$ cat src/rtl/alu32_bist_pkg.sv
// alu_pkg: ALU32 control encodings, BIST FSM state codes, LFSR polynomial
// and the fixed opcode sequence walked by the self-test. Shared with ALU32
// and the ALU control decoder so every block agrees on ALUctl values.
package alu_pkg;

  // ALUctl encodings understood by ALU32
  localparam logic [3:0] ALU_AND = 4'd0;
  localparam logic [3:0] ALU_OR  = 4'd1;
  localparam logic [3:0] ALU_ADD = 4'd2;
  localparam logic [3:0] ALU_SUB = 4'd6;
  localparam logic [3:0] ALU_SLT = 4'd7;

  // BIST FSM state encodings
  localparam logic [1:0] ST_IDLE  = 2'd0;
  localparam logic [1:0] ST_DRIVE = 2'd1;
  localparam logic [1:0] ST_CHECK = 2'd2;
  localparam logic [1:0] ST_DONE  = 2'd3;

  // Right-shifting Galois taps for x^32+x^22+x^2+x+1
  localparam logic [31:0] LFSR_POLY = 32'h8020_0003;

  // Number of opcodes in the self-test sequence
  localparam int N_OPS = 5;
  localparam logic [2:0] LAST_OP = 3'd4;

  // Opcode visited at each position of the self-test sequence
  function automatic logic [3:0] op_seq(input logic [2:0] idx);
    logic [3:0] op;
    case (idx)
      3'd0:    op = ALU_AND;
      3'd1:    op = ALU_OR;
      3'd2:    op = ALU_ADD;
      3'd3:    op = ALU_SUB;
      3'd4:    op = ALU_SLT;
      default: op = ALU_AND;
    endcase
    return op;
  endfunction

endpackage

$ cat src/rtl/alu32_bist_if.sv
// ALU32 operand/control interface. The BIST (or datapath) is the master that
// drives ALUctl and the operands; ALU32 is the slave returning result and Zero.
interface alu32_bist_if;
  logic [3:0]  alu_ctl;
  logic [31:0] alu_a;
  logic [31:0] alu_b;
  logic [31:0] alu_out;
  logic        alu_zero;

  modport master (output alu_ctl, alu_a, alu_b, input alu_out, alu_zero);
  modport slave  (input alu_ctl, alu_a, alu_b, output alu_out, alu_zero);
endinterface

$ cat src/rtl/alu32_bist_lfsr32.sv
// lfsr32: 32-bit Galois LFSR used as an operand generator for the ALU BIST.
// Resets to RESET_VAL, reloads from seed on load, advances one step on step.
// load wins over step so a restart always begins from the seed.
module lfsr32
  import alu_pkg::*;
#(
  parameter logic [31:0] RESET_VAL = 32'h0000_0001
) (
  input  logic        clk,
  input  logic        rst_n,
  input  logic        load,
  input  logic [31:0] seed,
  input  logic        step,
  output logic [31:0] q
);

  // Seed reload has priority; otherwise shift right and fold in the taps when a one falls out
  always_ff @(posedge clk or negedge rst_n) begin
    if (!rst_n) begin
      q <= RESET_VAL;
    end else if (load) begin
      q <= seed;
    end else if (step) begin
      q <= {1'b0, q[31:1]} ^ (q[0] ? LFSR_POLY : 32'h0);
    end
  end

endmodule

$ cat src/rtl/alu32_bist.sv
// alu32_bist: self-test initiator for ALU32. Walks AND, OR, ADD, SUB, SLT with
// N_VEC vectors each (vector 0 all-zero, the rest from two LFSRs), compares
// ALU32's result and Zero flag against a golden model and counts bad vectors.
// Optional feature: define ALU32_BIST_MISR_EN to compact every ALU result into
// a 32-bit MISR on signature; without it signature is tied to zero.
module alu32_bist
  import alu_pkg::*;
#(
  parameter int          N_VEC  = 4,
  parameter logic [31:0] SEED_A = 32'h1ACE_B00C,
  parameter logic [31:0] SEED_B = 32'h0BAD_F00D
) (
  input  logic               clk,
  input  logic               rst_n,
  input  logic               start,
  output logic               busy,
  output logic               done,
  output logic               pass,
  output logic [7:0]         err_count,
  output logic [31:0]        signature,
  alu32_bist_if.master       alu
);

  localparam int VW = (N_VEC > 1) ? $clog2(N_VEC) : 1;
  localparam logic [VW-1:0] LAST_VEC = VW'(N_VEC - 1);

  logic [1:0]    state;
  logic [2:0]    op_idx;
  logic [VW-1:0] vec_idx;
  logic [31:0]   lfsr_a_q;
  logic [31:0]   lfsr_b_q;
  logic [31:0]   exp_out;
  logic          mismatch;
  logic          accept;
  logic          in_check;

  assign accept   = start && ((state == ST_IDLE) || (state == ST_DONE));
  assign in_check = (state == ST_CHECK);

  assign busy = (state == ST_DRIVE) || (state == ST_CHECK);
  assign done = (state == ST_DONE);
  assign pass = done && (err_count == 8'h00);

  lfsr32 #(.RESET_VAL(SEED_A)) u_lfsr_a (
    .clk   (clk),
    .rst_n (rst_n),
    .load  (accept),
    .seed  (SEED_A),
    .step  (in_check),
    .q     (lfsr_a_q)
  );

  lfsr32 #(.RESET_VAL(SEED_B)) u_lfsr_b (
    .clk   (clk),
    .rst_n (rst_n),
    .load  (accept),
    .seed  (SEED_B),
    .step  (in_check),
    .q     (lfsr_b_q)
  );

  // Golden model of ALU32 evaluated on the operands currently being driven
  always_comb begin
    exp_out = 32'h0;
    case (alu.alu_ctl)
      ALU_AND: exp_out = alu.alu_a & alu.alu_b;
      ALU_OR:  exp_out = alu.alu_a | alu.alu_b;
      ALU_ADD: exp_out = alu.alu_a + alu.alu_b;
      ALU_SUB: exp_out = alu.alu_a - alu.alu_b;
      ALU_SLT: exp_out = {31'b0, $signed(alu.alu_a) < $signed(alu.alu_b)};
      default: exp_out = 32'h0;
    endcase
  end

  // A vector is bad if either the result or the Zero flag disagrees with the model
  always_comb begin
    mismatch = (alu.alu_out != exp_out) || (alu.alu_zero != (exp_out == 32'h0));
  end

  // Sequencer: drive a vector, check it on the next cycle, step through vectors and opcodes
  always_ff @(posedge clk or negedge rst_n) begin
    if (!rst_n) begin
      state       <= ST_IDLE;
      op_idx      <= 3'd0;
      vec_idx     <= '0;
      alu.alu_ctl <= 4'd0;
      alu.alu_a   <= 32'h0;
      alu.alu_b   <= 32'h0;
    end else begin
      case (state)
        ST_IDLE, ST_DONE: begin
          if (accept) begin
            state   <= ST_DRIVE;
            op_idx  <= 3'd0;
            vec_idx <= '0;
          end
        end
        ST_DRIVE: begin
          alu.alu_ctl <= op_seq(op_idx);
          alu.alu_a   <= (vec_idx == '0) ? 32'h0 : lfsr_a_q;
          alu.alu_b   <= (vec_idx == '0) ? 32'h0 : lfsr_b_q;
          state       <= ST_CHECK;
        end
        ST_CHECK: begin
          if (vec_idx == LAST_VEC) begin
            vec_idx <= '0;
            if (op_idx == LAST_OP) begin
              state <= ST_DONE;
            end else begin
              op_idx <= op_idx + 3'd1;
              state  <= ST_DRIVE;
            end
          end else begin
            vec_idx <= vec_idx + VW'(1);
            state   <= ST_DRIVE;
          end
        end
        default: state <= ST_IDLE;
      endcase
    end
  end

  // Error counter: cleared on an accepted start, one count per bad vector, sticks at 8'hFF
  always_ff @(posedge clk or negedge rst_n) begin
    if (!rst_n) begin
      err_count <= 8'h00;
    end else if (accept) begin
      err_count <= 8'h00;
    end else if (in_check && mismatch && (err_count != 8'hFF)) begin
      err_count <= err_count + 8'h01;
    end
  end

`ifdef ALU32_BIST_MISR_EN
  // MISR compacts each checked ALU result; Zero is deliberately left out
  always_ff @(posedge clk or negedge rst_n) begin
    if (!rst_n) begin
      signature <= 32'h0;
    end else if (accept) begin
      signature <= 32'h0;
    end else if (in_check) begin
      signature <= {signature[30:0],
                    signature[31] ^ signature[21] ^ signature[1] ^ signature[0]} ^ alu.alu_out;
    end
  end
`else
  assign signature = 32'h0;
`endif

endmodule

$ cat src/flat_wrapper.sv
// flat-port wrapper written by rule: the top's interface ports become plain ports
module alu32_bist_flat import alu_pkg::*;
#(
  parameter int          N_VEC  = 4,
  parameter logic [31:0] SEED_A = 32'h1ACE_B00C,
  parameter logic [31:0] SEED_B = 32'h0BAD_F00D
)
  (clk, rst_n, start, busy, done, pass, err_count, signature, alu_alu_ctl, alu_alu_a, alu_alu_b, alu_alu_out, alu_alu_zero);
  alu32_bist_if alu_i ();
  input  logic clk;
  input  logic rst_n;
  input  logic start;
  output logic busy;
  output logic done;
  output logic pass;
  output logic [7:0] err_count;
  output logic [31:0] signature;
  output wire logic [$bits(alu_i.alu_ctl)-1:0] alu_alu_ctl;
  output wire logic [$bits(alu_i.alu_a)-1:0] alu_alu_a;
  output wire logic [$bits(alu_i.alu_b)-1:0] alu_alu_b;
  input wire logic [$bits(alu_i.alu_out)-1:0] alu_alu_out;
  input wire logic [$bits(alu_i.alu_zero)-1:0] alu_alu_zero;
  assign alu_alu_ctl = alu_i.alu_ctl;
  assign alu_alu_a = alu_i.alu_a;
  assign alu_alu_b = alu_i.alu_b;
  assign alu_i.alu_out = alu_alu_out;
  assign alu_i.alu_zero = alu_alu_zero;
  alu32_bist #(.N_VEC(N_VEC), .SEED_A(SEED_A), .SEED_B(SEED_B)) u_core (.clk(clk), .rst_n(rst_n), .start(start), .busy(busy), .done(done), .pass(pass), .err_count(err_count), .signature(signature), .alu(alu_i));
endmodule
$ cat config.mk
export PLATFORM = sky130hd
export DESIGN_NAME = alu32_bist_flat
export DESIGN_NICKNAME = d
export VERILOG_FILES = /design/src/rtl/alu32_bist_pkg.sv /design/src/rtl/alu32_bist_if.sv /design/src/rtl/alu32_bist_lfsr32.sv /design/src/rtl/alu32_bist.sv /design/src/flat_wrapper.sv
export SDC_FILE = /design/constraint.sdc
export NUM_CORES = 1
export LEC_CHECK = 0
export CAP_MARGIN = 0
export CORE_UTILIZATION = 42
export DETAILED_ROUTE_END_ITERATION = 12
export PLACE_DENSITY = 0.61
export SLEW_MARGIN = 10
export SYNTH_ARGS = -nofsm -noshare
export SYNTH_HDL_FRONTEND = slang
export SYNTH_HIERARCHICAL = 1
export SYNTH_SLANG_ARGS = --single-unit
$ cat constraint.sdc
create_clock -name clk -period 6.35 [get_ports clk]
set_input_delay 1.5875 -clock clk [delete_from_list [all_inputs] [get_ports clk]]
set_output_delay 1.5875 -clock clk [all_outputs]
set_load 0.01 [all_outputs]
==> flow_summary_export.csv <==
group,metric,value,unit
floorplanning,initial_core_util,43.1,%
setup_path,cp_top_family,"compound AO/OA/AOI/OAI gates",
global_routing,first_global_vias,11400,
sta,fmax,179,MHz
layout,fin_nets,1853,
routing,drt-vias-per-instance,5.74,
routing,wl,45300,um
setup_path,required,6.68,ns
synthesis,netlist_area,12900,um^2
global_routing,grt_pass1_wl,68100,um
synthesis,yosys.cell_count.top_type,"nand2_1",
clock_network,cts_resized,0,
setup_path,cp.arrival,5.93,ns
sta,tightestPinTransition,1.20,ns
floorplanning,dieHeight,177,um
synthesis,async_reset_ff_share,100,%
floorplanning,io_pins,147,
synthesis,yosysWarnings,6,
synthesis,synth_top_area_cell,"dfrtp_1",
synthesis,synth_top_area_share,22.9,%
setup_path,cp_num_buf_inv,1,
synthesis,synth_edf_count,0,
setup_path,crit_chain,"inv_1 > ha_1 > fa_1 > o21bai_1 > nand2_1 > a21boi_0 > o21ai_1 > a211o_1 > a21boi_1 > xnor2_1 > nor4_1 > nand4_1 > nor4_1 > nand4_1 > a21oi_2 > o21ai_0 > a21oi_1",
clock_network,cts_buffer_depth,2,
setup_path,r2r_setup_slack,0.75,ns
synthesis,synth_area_leaders,"dfrtp_1 23%, ha_1 10%, mux2i_1 6.1%",
routing,ant_nets,0,
layout,finalNonFillerCells,2111,
sta,fin_crit,5.60,ns
place,hpwl,33900,um
floorplanning,core_area,30000,um^2
job,drv_cap,0,
floorplanning,num_rows,63,
synthesis,yosys-top-cells-count,"206 x nand2_1, 130 x o21ai_0, 118 x dfrtp_1",
min_path,hp-class,"reg -> reg",
setup_path,critPathMaxStageDelay,0.58,ns
sta,holdWs,0.519,ns
floorplanning,dieArea,31500,um^2
sta,slew_headroom,19.9,%
place,dp.cells,2079,
sta,rsz0062_at_grt,"no",
clock_network,clk_pin_slew,0.06,ns
synthesis,synth-seq-cells,146,
synthesis,ys.flop_type,"dfrtp_1",
routing,drtIter0Drc,1255,
setup_path,critPathKind,"reg -> reg",
floorplanning,die_w,177,um
sta,fin_setup_tns,0,ns
synthesis,postSynthAreaPerCell,8.14,um^2
sta,setup_viol,0,
layout,n_antenna_cell,0,
place,globalplace.congestion,0.985,
routing,routed-via-count,12100,
global_routing,antenna_found_initial,1,
setup_path,slowest_stage,"nor4_1",
clock_network,cts_sinks,146,
layout,fin_util,49.7,%
clock_network,cts_setup_buffers,0,
clock_network,htree_levels,4,
clock_network,insertion_delay,0.44,ns
clock_network,root_buffer,"clkbuf_16",
sta,period_share,88.2,%
synthesis,synth_cell_types,95,
outcome,status,"completed",
clock_network,cts_hold_buffers,0,
place,portBuffers,113,
synthesis,syn_inst,1586,
sta,fin_worst_skew,0.0120,ns
sta,finalHoldViolCount,0,
synthesis,ys_seq_area_share,28.6,%
routing,drc,0,
clock_network,cts_buffers,17,
setup_path,end_kind,"flop",
routing,wl_per_cell,21.4,um
clock_network,cts_tree,"done",
setup_path,crit_fanout,14,
routing,first_pass_iters,5,
global_routing,grt_overflow,0,
layout,drive_above_1_share,7.03,%
layout,syn2layout_area_growth,15.4,%
sta,slew_viol_final,0,
global_routing,grt_usage,28.9,%
setup_path,critPathLaunchType,"flop",
global_routing,grt_max_degree,95,
==> cell usage in the layout, fill, tap and decap left out, types with 17 or more instances in the layout <==
master,n
dfrtp_1,118
nor3_1,31
clkbuf_16,17
xnor2_1,32
nand2_1,206
nand3_1,22
a21oi_1,86
conb_1,97
clkdlybuf4s50_1,112
ha_1,105
inv_1,111
dfstp_2,28
nand4_1,18
nor2_1,87
o211ai_1,22
nor4_1,23
o21ai_1,64
mux2i_1,79
o21ai_0,130
==> worst min-delay path: stages, from the launching register on <==
cell and delay (ns):
dfrtp_1 0.37, nand2_1 0.05, o21ai_0 0.06
==> cell type report <==
| cell class | count | area [um^2] |
|---|---|---|
| Timing Repair Buffer | 128 | 1240 |
| Fill cell | 3027 | 15100 |
| Tap cell | 390 | 488 |
| Sequential cell | 146 | 3690 |
| Clock inverter | 11 | 125 |
| Clock buffer | 21 | 460 |
| Multi-Input combinational cell | 1297 | 8450 |
| Inverter | 118 | 444 |
==> registers in the layout (all words and copies together), names as in the netlist <==
name	cells
u_core/alu.alu_a	32
u_core/alu.alu_b	32
u_core/alu.alu_ctl	3
u_core/err_count	8
u_core/op_idx	3
u_core/state	2
u_core/u_lfsr_a/q	32
u_core/u_lfsr_b/q	32
u_core/vec_idx	2
==> path summary, 6_finish.rpt <==
kind                       cells after the start                          endpoint                         startpoint
max in group asynchronous                      2  u_core/alu.alu_a[19]$_DFFE_PN0N_                              rst_n
max reg2reg                                   17   u_core/err_count[2]$_DFFE_PN0P_    u_core/alu.alu_a[0]$_DFFE_PN0N_
max                                           17   u_core/err_count[2]$_DFFE_PN0P_    u_core/alu.alu_a[0]$_DFFE_PN0N_
min in group asynchronous                      1  u_core/u_lfsr_b/q[8]$_DFFE_PN0P_                              rst_n
min reg2reg                                    2  u_core/alu.alu_a[26]$_DFFE_PN0N_  u_core/u_lfsr_a/q[26]$_DFFE_PN0P_
min                                            2  u_core/alu.alu_a[26]$_DFFE_PN0N_  u_core/u_lfsr_a/q[26]$_DFFE_PN0P_
==> layer usage <==
layer,global-route usage (%),routed length (um),vias to the layer above
met5,0,0,-
met4,9.69,1200,0
met3,4.46,3170,60
met2,43.2,19800,490
met1,42.0,21100,5807
li1,-,-,5762
==> metrics by stage <==
step	setup WS, ns	cell area, um^2
2_1_floorplan	2.33	13300
6_report	0.752	14900
3_5_place_dp	0.842	14300
3_3_place_gp	0.798	14300
5_1_grt	0.359	14900
4_1_cts	0.819	14900
==> logic make-up after synthesis <==
| group | share of synthesized area (%) |
|---|---|
| and+or+nand+nor | 18.4 |
| muxes | 6.50 |
| DFF | 28.6 |
| buffers and inverters | 9.01 |
| xor gates and xnor gates | 2.92 |
| AOI/OAI and AO/OA | 23.8 |
| adders and majority gates | 10.7 |
| other | 0.0581 |
Power is not shown: default switching activity piles up to over one toggle a cycle in this logic, so the estimate is an artifact.
